--- config.mk ---
export PLATFORM = sky130hd
export DESIGN_NAME = seven_seg_arbiter
export DESIGN_NICKNAME = d
export VERILOG_FILES = /design/src/rtl/seven_seg_arbiter.sv
export SDC_FILE = /design/constraint.sdc
export NUM_CORES = 1
export LEC_CHECK = 0
export CAP_MARGIN = 20
export CORE_ASPECT_RATIO = 0.6
export CORE_MARGIN = 10
export CORE_UTILIZATION = 44
export DETAILED_ROUTE_END_ITERATION = 16
export PLACE_DENSITY_LB_ADDON = 0.1
export SYNTH_ARGS = -nofsm -noshare
export SYNTH_HDL_FRONTEND = slang
export SYNTH_SLANG_ARGS = --single-unit
--- constraint.sdc ---
create_clock -name clock -period 3.34 [get_ports clock]
set_clock_uncertainty 0.15 [all_clocks]
set_input_delay 0.334 -clock clock [delete_from_list [all_inputs] [get_ports clock]]
set_output_delay 0.334 -clock clock [all_outputs]
set_load 0.02 [all_outputs]
--- src/rtl/seven_seg_arbiter.sv ---
// Owns the board's 4-digit seven-segment display: fixed-priority arbitration between
// three requesters with a minimum hold time, digit scan, BCD decode and blanking.
module seven_seg_arbiter #(
  parameter int SCAN_DIV    = 100000,
  parameter int HOLD_CYCLES = 25000000
) (
  input  logic        clock,
  input  logic        resetn,
  input  logic [2:0]  req,
  input  logic [15:0] data0,
  input  logic [15:0] data1,
  input  logic [15:0] data2,
  output logic [2:0]  grant,
  output logic [3:0]  an,
  output logic [6:0]  seg,
  output logic        dp
);

  localparam logic [1:0] IDLE = 2'd0;
  localparam logic [1:0] HOLD = 2'd1;
  localparam logic [1:0] OPEN = 2'd2;

  localparam int HOLD_W = $clog2(HOLD_CYCLES);
  localparam int SCAN_W = $clog2(SCAN_DIV);
  localparam logic [HOLD_W-1:0] HOLD_LOAD = HOLD_W'(HOLD_CYCLES - 1);
  localparam logic [SCAN_W-1:0] SCAN_LAST = SCAN_W'(SCAN_DIV - 1);

  logic [1:0]        state, state_nx;
  logic [2:0]        grant_nx, winner;
  logic [HOLD_W-1:0] hold_cnt, hold_cnt_nx;
  logic              rearb;
  logic [SCAN_W-1:0] scan_cnt;
  logic [1:0]        digit_idx;
  logic [15:0]       owner_data;
  logic [3:0]        nibble;
  logic              blank;
  logic [6:0]        pattern;

  always_comb begin
    winner = 3'b000;
    if (req[0])      winner = 3'b001;
    else if (req[1]) winner = 3'b010;
    else if (req[2]) winner = 3'b100;
  end

  // In OPEN the holder keeps the display only while it is still the best requester;
  // a different winner means either preemption or the holder has let go.
  always_comb begin
    state_nx    = state;
    grant_nx    = grant;
    hold_cnt_nx = hold_cnt;
    rearb       = 1'b0;
    case (state)
      IDLE: rearb = 1'b1;
      HOLD: begin
        if ((req & grant) == 3'b000)
          rearb = 1'b1;
        else if (hold_cnt == '0)
          state_nx = OPEN;
        else
          hold_cnt_nx = hold_cnt - HOLD_W'(1);
      end
      OPEN:    rearb = (winner != grant);
      default: rearb = 1'b1;
    endcase
    if (rearb) begin
      grant_nx    = winner;
      hold_cnt_nx = (winner == 3'b000) ? '0 : HOLD_LOAD;
      state_nx    = (winner == 3'b000) ? IDLE : HOLD;
    end
  end

  always_ff @(posedge clock or negedge resetn) begin
    if (!resetn) begin
      state    <= IDLE;
      grant    <= 3'b000;
      hold_cnt <= '0;
    end else begin
      state    <= state_nx;
      grant    <= grant_nx;
      hold_cnt <= hold_cnt_nx;
    end
  end

  always_ff @(posedge clock or negedge resetn) begin
    if (!resetn) begin
      scan_cnt  <= '0;
      digit_idx <= 2'd0;
    end else if (scan_cnt == SCAN_LAST) begin
      scan_cnt  <= '0;
      digit_idx <= digit_idx + 2'd1;
    end else begin
      scan_cnt <= scan_cnt + SCAN_W'(1);
    end
  end

  // A digit is blanked only when it and everything to its left is zero; digit 0 always shows.
  always_comb begin
    owner_data = 16'h0000;
    if (grant[0])      owner_data = data0;
    else if (grant[1]) owner_data = data1;
    else if (grant[2]) owner_data = data2;
    case (digit_idx)
      2'd0: begin
        nibble = owner_data[3:0];
        blank  = 1'b0;
      end
      2'd1: begin
        nibble = owner_data[7:4];
        blank  = (owner_data[15:4] == 12'h000);
      end
      2'd2: begin
        nibble = owner_data[11:8];
        blank  = (owner_data[15:8] == 8'h00);
      end
      default: begin
        nibble = owner_data[15:12];
        blank  = (owner_data[15:12] == 4'h0);
      end
    endcase
  end

  always_comb begin
    pattern = 7'b1111111;
    if (!blank) begin
      case (nibble)
        4'd0:    pattern = 7'b1000000;
        4'd1:    pattern = 7'b1111001;
        4'd2:    pattern = 7'b0100100;
        4'd3:    pattern = 7'b0110000;
        4'd4:    pattern = 7'b0011001;
        4'd5:    pattern = 7'b0010010;
        4'd6:    pattern = 7'b0000010;
        4'd7:    pattern = 7'b1111000;
        4'd8:    pattern = 7'b0000000;
        4'd9:    pattern = 7'b0010000;
        default: pattern = 7'b1111111;
      endcase
    end
  end

  // an and seg are registered together so the pins never show one digit's anode with another's segments.
  always_ff @(posedge clock or negedge resetn) begin
    if (!resetn) begin
      an  <= 4'b1111;
      seg <= 7'b1111111;
    end else if (grant == 3'b000) begin
      an  <= 4'b1111;
      seg <= 7'b1111111;
    end else begin
      an  <= ~(4'b0001 << digit_idx);
      seg <= pattern;
    end
  end

  assign dp = 1'b1;

endmodule

### Word-level counts from Yosys, hierarchy flattened

Memories as Yosys holds them, arrays and structs flattened.
Index checks and enable logic that the tools add are counted.

* bits in registers: 60
* ROM bits: 112
* input bits: 53
* memories: 1

* add/subtract/negate cells: 3
* equal/unequal tests: 8
* shift operators: 1
* multiplexer cells: 24
* bitwise gates (word level): 2
* reduce and logical (&&, ||, !) cells: 12

Memories
* (no name shown): depth 16, width 7, rd ports 1, clocked after memory_dff 0, write ports 0, RTL line 126 `case (nibble)`

Operators with widths (number)
* 25-bit two-way mux: 5
* 16-bit two-way mux: 3
* 25-bit logical NOT: 1
* 25-bit by 1-bit subtractor with 25-bit output (second input constant): 1
* 17-bit by 1-bit adder with 17-bit output (second input constant): 1
* 17-bit equality test (second input constant): 1
* 17-bit two-way mux: 1
* 7-bit two-way mux: 2
* 12-bit logical NOT: 1
* 4-bit case mux with 3 select lines: 1
* 3-bit logical NOT: 3
* 3-bit two-way mux: 3
* 8-bit logical NOT: 1
* 2-bit two-way mux: 4
* 3-bit AND reduction: 2
* 2-bit by 1-bit equality test with 1-bit output (second input constant): 2
* 2-bit equality test (second input constant): 2
* 4-bit logical NOT: 1
* 4-bit two-way mux: 1
* 2-bit inequality test (second input constant): 2
* 4-bit inverter: 1
* 2-bit nonzero test: 2
* 1-bit by 2-bit left shift with 4-bit output (first input constant): 1
* 3-bit bitwise AND: 1
* 6 further kinds: 7

### Depth between registers and ports, before layout

Gate-level depths: netlist of the first run.

* depth after elaboration: 7
* gate-level depth with buffers: 12
* gate-level depth less buffers: 11

### Worst setup path after synthesis of the first run

Ideal clock, no wire load.

* kind: reg-to-reg
* start point: register grant[0]
* end point: register seg[0]
* data arrival time: 2.500 ns
* setup slack: 0.595 ns
* cell stages (with the launch flop): 12
* path buffers: 2
* path through: dfrtp_1 -> buf_4 -> inv_1 -> clkbuf_1 -> a2bb2oi_1 -> a2bb2oi_1 -> o2bb2a_1 -> inv_1 -> ha_1 -> or3_2 -> a21oi_1 -> o22ai_1

* cells in the longest elaborated chain, start to end: 5
* elaborated cells between the ends (all ways): 10
* those cells by class: mux: 5; reduce/logical: 4; memory: 1

RTL lines
* from (decl): RTL line 13 `output logic [2:0] grant,`
* from (signal assigned): RTL line 80 `grant <= grant_nx;`
* 16-bit two-way mux: RTL line 100 `if (grant[0]) owner_data = data0;`
* 4-bit case mux with 3 select lines (tied with other cells): RTL line 103 `case (digit_idx)`
* memory read 16 x 7 bit / 1-bit case mux with 3 select lines (equally long branches)
* 7-bit two-way mux: RTL line 125 `if (!blank) begin`
* 7-bit two-way mux *: RTL line 147 `end else if (grant == 3'b000) begin`
* to (signal assigned): RTL line 152 `seg <= pattern;`
* to (decl): RTL line 15 `output logic [6:0] seg,`

Mark *: on every way between the ends. The rest lies on a longest branch, timed or not.
A chain may end at the register's enable or synchronous reset.

### Worst setup path in the final report of the first run

Same ends and word-level chain as after synthesis.

==> impl_metrics.yaml, run 1 <==
outcome:
  status: "completed"
synth:
  async_reset_ff_frac: 1.000
  syn_area_per_cell_um2: 9.318
  synth_cells: 418
  syn_area_um2: 3895
  synth_edf_count: 0
  synth.distinct_cells: 68
  ys.warnings.count: 0
  ys_ff_latch: 60
  synthFlopType: "dfrtp_1"
  ys_seq_area_frac: 0.3890
  synth_fp_nets: 487
worst_setup_path:
  endpoint_kind: "flip-flop"
  r2r_start: "grant[0]"
  slowest_delay_ps: 610
  cp_data_required_time_ps: 3430
  path_common_cell: "a21oi_1"
  crit_chain: "buf_4 > a21oi_1 > a221oi_1 > a211o_1 > and2_1 > inv_1 > ha_1 > or3_2 > a21oi_1 > o22ai_1"
  worstSetupPathType: "reg -> reg"
  regToRegSetupSlack_ps: 340
  regToRegEndpoint: "seg[0]"
  cp_slowest_cell: "dfrtp_1"
  r2r_cells: 10
  cp_max_fo: 13
  crit_arrival_ps: 3090
  start_kind: "flip-flop"
min_path:
  hold_path_class: "reg -> reg"
  hold-path-cell-count: 1
  hp-start: "scan_cnt[14]"
  min_to: "scan_cnt[14]"
global_route:
  antenna_found_initial: 0
  grt_busiest_layer: "met1"
  grtUsageMet2: 0.2191
  grt_max_degree: 35
  grt_pass1_wl_um: 16680
  met1_usage: 0.2288
  grtUsageTotal: 0.1573
  grt_pass1_vias: 3187
  grt_overflow: 0
  met3_usage: 0.05660
sta:
  slew_viol_final: 0
  fmax_ghz: 0.3329
  finalHoldViolCount: 0
  min_period_over_period: 0.8993
  worst_pin_slew_ps: 681.4
  slew_headroom: 0.5430
  rsz0062_at_grt: "false"
  period_needed_ps: 3004
  finalSetupTns_ps: 0
  setup_viol: 0
floorplanning:
  fp.coreArea_um2: 8556
  start_util: 0.4553
  die_width_um: 141.5
  die_h_um: 92.88
  ios: 68
  die-area_um2: 13140
  num_rows: 26
clock_network:
  cts_setup_buffers: 0
  cts.sinks: 60
  cts_tree: "built"
  cts-root-buf: "clkbuf_16"
  clk_pin_slew_ps: 50
  numCtsBuffers: 9
  cts_buffer_depth: 2
  cts_hold_buf: 1
  cts_resized: 0
  htreeDepth: 3
  clk-insertion-delay-late_ps: 340
cells_and_area:
  syn2layout_area_growth_pct: 28.43
  layout_commonest_cell: "clkdlybuf4s50_1"
  fin_nets: 556
  nFillCells: 750
  diodes: 0
  final_layout_size_suffix_gt1_frac: 0.1179
  layout_common_cells: "65 x clkdlybuf4s50_1, 49 x dfrtp_1, 31 x nand2_1"
place:
  dp.final_hpwl_um: 7665
  portBuffers: 66
  gp_congestion: 0.9229
routing:
  routed_wirelength_um: 10110
  drcViolationCount: 0
  drtIter0Drc: 211
  routedWlPerCell_um: 16.74
  via_per_inst: 5.371
  dr.pass1.iters: 4
  ant_nets: 0
  dr_total_vias: 3244
run:
  maxCapViolations: 0
power_and_ir_drop:
  vdd_drop_max_mv: 0.5069
  powerDensity_nw_per_um2: 736.5
  leakage_uw: 0.001992
  power.total_uw: 3684
-- kinds of logic (layout without fill, tap and decap cells) --
logic type,count (synthesis),in the layout,synth area share
buffers and inverters,38,112,0.05107
adders and majority gates,16,16,0.05140
and+or+nand+nor,174,174,0.2580
muxes,2,2,0.005461
xor gates and xnor gates,38,38,0.08545
other,1,1,0.0009628
DFF,60,60,0.3890
AOI/OAI and AO/OA,89,89,0.1587
-- state kept, by name (all words and copies together), names as in the netlist --
| signal | flops |
|---|---|
| grant | 3 |
| state | 2 |
| scan_cnt | 17 |
| seg | 7 |
| digit_idx | 2 |
| hold_cnt | 25 |
| an | 4 |
-- area by class of cell --
cell class              count  area (um^2)  area share
multi-input cells         320         2181      0.4360
flip-flops and latches     60         1515      0.3029
repair buffers             79        759.5      0.1518
clock buffers              11        242.7     0.04852
well taps                 112        140.1     0.02801
clock inverters             5        100.1     0.02001
inverters                  17        63.81     0.01276
-- how the worst max path moves through the flow --
stage	startpoint	to	slack [ps]	depth (start not counted)
floorplan	grant[0]	seg[0]	600	11
global placement	data2[5]	seg[0]	410	10
detailed placement	data1[5]	seg[0]	320	10
CTS	grant[0]	seg[0]	370	10
global route	grant[0]	seg[0]	170	10
finish	grant[0]	seg[0]	340	10
-- where the power goes --
group,switching [uW],internal (uW)
logic,863,715
registers,141,902
clock network,318,745
-- synthesized netlist by cell type, types with 5 or more instances --
cell,count,area [um^2]
buf_2,5,25.02
dfstp_2,11,289.0
nor3_1,17,85.08
nand2b_1,6,37.54
dfrtp_1,49,1226
or3_1,12,75.07
nor4_1,9,56.30
ha_1,16,200.2
nand3_1,12,60.06
nand2_1,31,116.4
o22ai_1,5,31.28
buf_6,5,56.30
nor2b_1,11,68.82
nand3b_1,14,105.1
a221oi_1,5,43.79
nor2_1,22,82.58
o21ai_0,12,60.06
a21o_1,6,45.04
a21oi_1,30,150.1
xor2_1,13,113.9
and2_1,9,56.30
inv_1,17,63.81
clkbuf_1,7,26.28
xnor2_1,25,219.0
-- layer usage --
metal,up-vias,part of all wire
met5,-,0
met4,0,0.0031
met3,7,0.052
met2,79,0.43
met1,1533,0.52
li1,1625,-
-- metrics by stage --
| step | instances | hold slack (ps) | utilization | setup slack [ps] | area, um^2 |
|---|---|---|---|---|---|
| after detailed placement | 587 | 221.0 | 0.5434 | 322.8 | 4649 |
| after floorplan | 418 | -111.6 | - | 595.2 | 3895 |
| after global placement | 586 | 214.7 | 0.5421 | 407.9 | 4638 |
| after global routing | 604 | 376.7 | 0.5847 | 167.7 | 5002 |
| after CTS | 604 | 342.6 | 0.5847 | 372.1 | 5002 |
| final | 604 | 340.8 | 0.5847 | 336.5 | 5002 |
-- critical path: cells and delay by family, from the launching register on --
family                   cells  cell delay, ps
AO/OA/AOI/OAI                5             820
adder cells (fa/ha/maj)      1             200
buffers and inverters        2             390
flip-flops                   1             610
AND/OR/NAND/NOR              2             730
No activity file was read; power rests on OpenSTA's default activity.
==> run 2, diff against run 1 <==
Settings changed: CTS_CLUSTER_DIAMETER set to 80, GPL_TIMING_DRIVEN set to 0.
==> impl_metrics.yaml, run 2 (synthesized netlist as in run 1, its figures left out) <==
min_path:
  hold_path_class: "reg -> reg"
  hold-path-cell-count: 1
place:
  place_inst: 597
  portBuffers: 66
  dp.final_hpwl_um: 8214
  gp_congestion: 0.9185
  pre_cts_ws_ps: 190.4
floorplanning:
  start_util: 0.4553
  die_width_um: 141.5
  ios: 68
  fp.coreArea_um2: 8556
  die-area_um2: 13140
  die_h_um: 92.88
  num_rows: 26
global_route:
  grt_max_degree: 38
  grt_pass1_wl_um: 17750
  grt_pass1_vias: 3473
  grt_overflow: 0
  antenna_found_initial: 0
  grtUsageTotal: 0.1645
power_and_ir_drop:
  vdd_drop_max_mv: 0.4365
  power.total_uw: 3698
  powerDensity_nw_per_um2: 734.3
  leakage_uw: 0.002003
worst_setup_path:
  slowest_delay_ps: 460
  start_kind: "flip-flop"
  worstSetupPathType: "reg -> reg"
  crit_chain: "buf_2 > buf_2 > nand3b_1 > a2bb2oi_1 > a2bb2oi_1 > o2bb2a_1 > inv_1 > ha_1 > or3_2 > a21oi_1 > o22ai_1"
  cp_max_fo: 10
  critPathTopFamily: "compound AO/OA/AOI/OAI gates"
  cp_slowest_cell: "or3_2"
  crit_arrival_ps: 3140
  crit_cells: 11
  cp_data_required_time_ps: 3430
  regToRegSetupSlack_ps: 290
  endpoint_kind: "flip-flop"
  cp.buffers_inverters: 3
  r2r_cells: 11
cells_and_area:
  largest_register: "hold_cnt"
  diodes: 0
  fin_nets: 565
  final_layout_size_suffix_gt1_frac: 0.1198
  top_regs: "hold_cnt (25), scan_cnt (17), seg (7)"
  largest_register_ffs: 25
  finalNonFillerCells: 613
  layout_common_cells: "65 x clkdlybuf4s50_1, 49 x dfrtp_1, 31 x nand2_1"
  nFillCells: 743
  area.sequential_um2: 1515
  multi_input_area_um2: 2181
  syn2layout_area_growth_pct: 29.30
  layout_commonest_cell: "clkdlybuf4s50_1"
  utilization: 0.5886
clock_network:
  cts_setup_buffers: 0
  cts-root-buf: "clkbuf_16"
  cts_resized: 0
  cts_tree: "built"
  cts.sinks: 60
  cts_buffer_depth: 2
  htreeDepth: 3
  clk_pin_slew_ps: 50
  clk-insertion-delay-late_ps: 330
  numCtsBuffers: 9
routing:
  ant_nets: 0
  routedWlPerCell_um: 17.33
  dr.pass1.iters: 5
  dr_total_vias: 3409
  drtIter0Drc: 260
  via_per_inst: 5.561
  routed_wirelength_um: 10630
  drcViolationCount: 0
sta:
  setup_viol: 0
  fmax_ghz: 0.3276
  slew_viol_final: 0
  timing.final.ws_setup_ps: 287.9
  min_period_over_period: 0.9138
  worst_pin_slew_ps: 686.2
  finalSetupTns_ps: 0
  period_needed_ps: 3052
  slew_headroom: 0.5398
  finalHoldViolCount: 0
  rsz0062_at_grt: "false"
outcome:
  status: "completed"
run:
  maxCapViolations: 0
-- run 2: cell count changes in the layout (fill, tap and decap cells not counted), moves of 4 or more --
cell and delta:
buf_4 -8, clkbuf_1 +7, buf_6 +4, buf_2 +5
-- run 2: power breakdown --
group | total [uW] | switching (uW) | leakage (uW) | internal (uW)
clock | 991 | 319 | 0.000153 | 672
sequential | 1010 | 104 | 0.000705 | 902
combinational | 1700 | 953 | 0.00114 | 748
-- run 2: layer usage --
layer / wire length [um] / vias to the layer above / global-route usage
li1: - / 1653 / -
met1: 5227 / 1642 / 0.2364
met2: 4544 / 103 / 0.2334
met3: 755 / 11 / 0.05303
met4: 99 / 0 / 0.03475
met5: 0 / - / 0
-- run 2: final timing paths --
kind | startpoint | to
setup / recovery | grant[2] | seg[0]
hold reg to reg | scan_cnt[0] | scan_cnt[0]
hold / removal | scan_cnt[0] | scan_cnt[0]
max in group asynchronous | resetn | an[1]
min in group asynchronous | resetn | scan_cnt[14]
setup reg to reg | grant[2] | seg[0]
-- run 2: cell type report --
cell class	instances	share of cell area
Buffer	20	0.02609
Clock buffer	12	0.04894
Sequential cell	60	0.3009
Timing Repair Buffer	68	0.1361
Clock inverter	4	0.01441
Inverter	17	0.01267
Tap cell	112	0.02783
Multi-Input combinational cell	320	0.4330
-- run 2: what timing repair did --
| item | CTS | global route |
|---|---|---|
| setup endpoints to repair | 0 | 1 |
| hold buffers | 1 | 0 |
| endpoints found under the hold margin | 16 | 0 |
-- run 2: per-stage QoR --
stage	instance area, um^2	hold slack (ps)
6_report	5036	340.1
5_1_grt	5036	354.9
4_1_cts	5040	341.0
3_5_place_dp	4711	199.1
3_3_place_gp	4696	326.9
2_1_floorplan	3895	-111.6
==> patch 1 (config.mk and constraints of run 1) <==
Set the parameter `HOLD_CYCLES` to 12500000 (it was 25000000).
--- a/src/rtl/seven_seg_arbiter.sv
+++ b/src/rtl/seven_seg_arbiter.sv
@@ -3,5 +3,5 @@
 module seven_seg_arbiter #(
   parameter int SCAN_DIV    = 100000,
-  parameter int HOLD_CYCLES = 25000000
+  parameter int HOLD_CYCLES = 12500000
 ) (
   input  logic        clock,
Check against the original RTL: same outputs for any inputs over 10 cycles, from zero or initial values and one cycle with resetn low; that may be too few to reach the edited logic, so the function may still have changed.
==> patch 1 against run 1 <==
Core utilization rose by 1.0 points. Largest cell class unchanged. Synthesized area fell by 5.6%. Power shrank 9.4%. Worst setup slack better by 87 ps. Wire length increased by 2.4%. Sequential share of layout area rose by 0.99 points. Design area is 4.8% lower. Synthesized cell count shrank 2.6%. Sequential cell count down 1.
==> patch 1: results (changes against run 1) <==
Status
  • Outcome: finished, final reports clean

Route
  • Max layer used: met4
  • WL/cell: 17.56 um (+4.9%)
  • Starting DRT DRC Count: 246 (+17%)
  • DRT Pass-1 Iters: 4 (unchanged)
  • Metal3 WL: 716 um (+37%)
  • Final wirelength: 10360 um (+2.4%)
  • Met1 WL: 5426 um (+3.8%)
  • Via count: 3315 (+2.2%)
  • DR WL met2: 4122 um (-4.8%)

Final layout
  • Inserted Diodes: 0 (unchanged)
  • Layout cells sized above 1: 9.751% (-2.0 points)
  • Layout Nets: 546 (-1.8%)
  • Biggest regs: hold_cnt x24, scan_cnt x17, seg x7

Place
  • Routability cong.: 0.9111 (-1.3%)
  • Placed insts: 572 (-2.6%)
  • Port bufs: 66 (unchanged)
  • Post-DP Area: 4454 sq um (-4.2%)
  • Pre-CTS setup slack: 281.8 ps (-41.05 ps)
  • DP HPWL: 7423 um (-3.2%)

Clock tree
  • Clk slew on worst S/H paths: 50 ps (about the same)
  • H-tree depth: 3 (unchanged)
  • Resized Gates After CTS: 0 (unchanged)
  • Post-CTS Hold Fix Bufs: 0 (-1)
  • Clk_lat worst skew: ~330 ps
  • CTS Buffer Depth: 2 (unchanged)
  • Root Driver: clkbuf_16
  • Postcts setup bufs: 0 (unchanged)
  • Total CTS buffers: 9 (unchanged)

Global routing
  • Grt met2 use: 21.40% (-0.51 points)
  • Number of global-route vias before repair: 3095 (-2.9%)
  • Antenna violations before repair: 0 (unchanged)
  • Met1 Use GR: 23.24% (+0.36 points)
  • Wire length of the first global-routing pass: 16460 um (-1.4%)
  • Pin count of the biggest net entering global routing: 48 (+37%)
  • GRT met3 Usage: 4.727% (-0.93 points)
  • Grt peak-use layer: met1
  • Total global-route track usage: 15.98% (+0.25 points)

Yosys
  • Asr flop ratio synth: 100.0% (unchanged)
  • Syn nets: 476 (-2.3%)
  • Gate Count Post-Synth: 407 (-2.6%)
  • Syn. warnings: 0 (unchanged)
  • Main area contributors after synthesis: dfrtp_1 33%, dfstp_2 7.9%, ha_1 5.4%
  • Post-synth EDFFs: 0 (unchanged)
  • Most instantiated cells after synthesis: 48 x dfrtp_1, 34 x nand2_1, 31 x a21oi_1
  • Register area share after synthesis: 40.54% (+1.6 points)
  • Predominant post-synthesis flop cell: dfrtp_1
  • Cell variety after synth: 56 (-18%)

Critical path
  • Crit Path Max Fanout: 12 (-1)

Pwr
  • Maximum VDD drop: 279.5 uV (-45%)
  • Leakage: 0.001962 uW (-1.5%)

Worst hold path
  • Tightest Hold Check Type: flop to flop

STA
  • Worst slew pin tran: 652.1 ps (-29.30 ps)
## patch 1: cell count changes in the layout (fill, tap and decap cells not counted), moves of 4 or more
cell | run 1 | this run
nand3b_1 | 14 | 9
o21ai_0 | 12 | 18
or3_1 | 12 | 8
xnor2_1 | 25 | 18
nor2_1 | 22 | 28
nor3_1 | 17 | 12
o211ai_1 | 1 | 7
## patch 1: path summary, 6_finish.rpt
kind,cells past startpoint,end,from,slack (ps)
worst max-delay path,10,seg[0],digit_idx[0],420
worst min-delay path,1,scan_cnt[0],scan_cnt[0],340
worst max register to register,10,seg[0],digit_idx[0],420
worst min register to register,1,scan_cnt[0],scan_cnt[0],340
max in group asynchronous,4,seg[0],resetn,1860
min in group asynchronous,2,hold_cnt[12],resetn,370
## patch 1: cell type report
cell class	count	area, sq um
Multi-Input combinational cell	315	2056
Inverter	15	56.30
Sequential cell	59	1490
Tap cell	108	135.1
Timing Repair Buffer	77	753.2
Fill cell	707	3244
Clock inverter	4	26.28
Clock buffer	12	246.5
## patch 1: power by group
part	internal [uW]	switching, uW	leakage (uW)
clock	520	318	0.000133
sequential	886	103	0.000696
combinational	631	878	0.00113
total	2040	1300	0.00196
## patch 1: worst max-delay path, stage by stage, from the launching register on
cell,delay (ps)
dfrtp_1,390
ha_1,480
a211o_1,180
a21oi_1,40
o211ai_1,270
and2_1,310
inv_1,140
ha_1,210
or3_1,390
a21oi_1,160
o22ai_1,90
## patch 1: kinds of logic (layout without fill, tap and decap cells)
group	after synthesis	in the layout	share of synthesized area, %
and+or+nand+nor	166	166	24.78
AOI/OAI and AO/OA	96	96	16.75
DFF	59	59	40.54
xor gates and xnor gates	34	34	8.101
buffers and inverters	33	108	3.710
adders and majority gates	16	16	5.446
muxes	2	2	0.5786
other	1	1	0.1020
==> patch 2 (config.mk and constraints of run 1) <==
Without the edit above. Reset style: synchronous (`resetn`), changed in 3 clocked blocks.
--- a/src/rtl/seven_seg_arbiter.sv
+++ b/src/rtl/seven_seg_arbiter.sv
@@ -71,5 +71,5 @@
   end
 
-  always_ff @(posedge clock or negedge resetn) begin
+  always_ff @(posedge clock) begin
     if (!resetn) begin
       state    <= IDLE;
@@ -83,5 +83,5 @@
   end
 
-  always_ff @(posedge clock or negedge resetn) begin
+  always_ff @(posedge clock) begin
     if (!resetn) begin
       scan_cnt  <= '0;
@@ -141,5 +141,5 @@
 
   // an and seg are registered together so the pins never show one digit's anode with another's segments.
-  always_ff @(posedge clock or negedge resetn) begin
+  always_ff @(posedge clock) begin
     if (!resetn) begin
       an  <= 4'b1111;
Function: differs if resetn is asserted again (counterexample within 4 cycles, from zero or initial values and one cycle with resetn low); with resetn held inactive, the same outputs for 10 cycles.
==> patch 2 against run 1 <==
Synthesized cell count up 5.0%. First-iteration DRC count up 8.5%. Cell count up 1.5%. Core utilization up 0.24 points. Wire length down 0.34%. Design area down 5.7%. Worst setup slack better by 180 ps. Sequential cell count unchanged. Synthesized area down 4.8%. Critical endpoint is now seg[1].
Power is not compared: it rests on default switching activity, and its combinational part moved more than twofold at a synthesized area within 25%.
==> patch 2: results (changes against run 1) <==
Status
  • Outcome: finished, final reports clean

Clock tree
  • Total CTS buffers: 9 (unchanged)
  • Resized Gates After CTS: 0 (unchanged)
  • CTS Buffer Depth: 2 (unchanged)
  • Clk_lat worst skew: 330 ps
  • Postcts setup bufs: 0 (unchanged)
  • Root Driver: clkbuf_16
  • Clk slew on worst S/H paths: 50 ps (about the same)
  • H-tree depth: 3 (unchanged)

Global routing
  • GRT met3 Usage: 4.576% (-1.1 points)
  • Number of global-route vias before repair: 3239 (+1.6%)
  • Total global-route track usage: 15.53% (-0.20 points)
  • Grt met2 use: 22.15% (+0.24 points)
  • Wire length of the first global-routing pass: 16430 um (-1.5%)
  • Met1 Use GR: 21.61% (-1.3 points)
  • Pin count of the biggest net entering global routing: 30 (-14%)
  • Antenna violations before repair: 0 (unchanged)

Place
  • Port bufs: 66 (unchanged)
  • Post-DP Area: 4434 sq um (-4.6%)
  • DP HPWL: 7720 um (+0.72%)
  • Placed insts: 598 (+1.9%)
  • Routability cong.: 0.8732 (-5.4%)
  • Pre-CTS setup slack: 560.6 ps (+237.7 ps)

Critical path
  • Reg2reg start: grant[1]
  • Crit Path Max Fanout: 29 (+16)
  • Startpoint types: flop
  • Worst path arrival time: 2860 ps (-230 ps)

Yosys
  • Adder-cell area share of the yosys netlist: 4.723% (-0.42 points)
  • Main area contributors after synthesis: dfxtp_1 32%, ha_1 4.7%, nand2_1 4.5%
  • Predominant post-synthesis flop cell: dfxtp_1
  • Register area share after synthesis: 32.39% (-6.5 points)
  • Post-Synth XOR/XNOR Area: 6.377% (-2.2 points)
  • Syn. warnings: 0 (unchanged)
  • Compound-Gate Fraction of Synth Area: 23.21% (+7.3 points)
  • Syn nets: 506 (+3.9%)
  • Asr flop ratio synth: 0% (-100 points)
  • Post-synthesis mux area share: 1.080% (+0.53 points)
  • Gate Count Post-Synth: 439 (+5.0%)
  • Cell variety after synth: 65 (-4.4%)
  • Most instantiated cells after synthesis: 60 x dfxtp_1, 44 x nand2_1, 37 x nor2_1

Final layout
  • Layout Nets: 568 (+2.2%)
  • Inserted Diodes: 0 (unchanged)
  • Biggest regs: hold_cnt x25, scan_cnt x17, seg x7
  • Layout cells sized above 1: 8.317% (-3.5 points)

Route
  • Via count: 3417 (+5.3%)
  • Vias per cell: 5.574 (+3.8%)
  • Starting DRT DRC Count: 229 (+8.5%)
  • DRT Pass-1 Iters: 4 (unchanged)
  • Final wirelength: 10080 um (-0.34%)

Worst hold path
  • Tightest Hold Check Type: flop to flop
  • Launch point of the worst hold path: scan_cnt[0]

Pwr
  • Int Power: roughly 1600 uW
  • Leakage: about 0.0018 uW
  • Maximum VDD drop: 308.5 uV

Die
  • # rows: 25 (-3.8%)

STA
  • Worst slew pin tran: 854.6 ps (+173.2 ps)
==> patch 2: worst paths after layout <==
kind,endpoint,slack [ps],cells past startpoint
setup / recovery,seg[1],520,8
hold / removal,scan_cnt[0],290,1
setup reg to reg,seg[1],520,8
hold reg to reg,scan_cnt[0],290,1
==> patch 2: cells by family after synthesis <==
| kind of cell | Yosys count |
|---|---|
| AO/OA/AOI/OAI | 111 |
| XOR/XNOR | 27 |
| adder cells (fa/ha/maj) | 14 |
| buffers and inverters | 44 |
| flip-flops | 60 |
| multiplexers | 4 |
| other | 1 |
| AND/OR/NAND/NOR | 178 |
==> patch 2: layout make-up <==
type / count / area, sq um
multi-input combinational: 335 / 2291
timing repair buffer: 76 / 735.7
clock buffer: 13 / 250.2
fill: 692 / 3319
sequential: 60 / 1201
tap: 108 / 135.1
clock inverter: 2 / 35.03
inverter: 19 / 71.32
==> patch 2: power groups by stage <==
| stage | registers [uW] | clock network, uW | logic (uW) |
|---|---|---|---|
| 5_1_grt | 814 | 955 | 467 |
| 2_1_floorplan | 819 | 0 | 268 |
| 3_3_place_gp | 819 | 0 | 416 |
| 4_1_cts | 806 | 921 | 423 |
| 6_report | 807 | 898 | 425 |
| 3_5_place_dp | 821 | 0 | 421 |
==> patch 2: layer usage <==
metal  up-vias  share of wire [%]
li1       1726                  -
met1      1606                 50
met2        69                 43
met5         -                  0
met3        16                5.8
met4         0                1.2
==> patch 2: critical path: stages, from the launching register on <==
cell	delay, ps
dfxtp_1	870
a21oi_1	140
a2bb2oi_1	230
a2bb2oi_1	130
a22oi_1	520
inv_1	140
ha_1	270
a21oi_1	140
o211ai_1	90
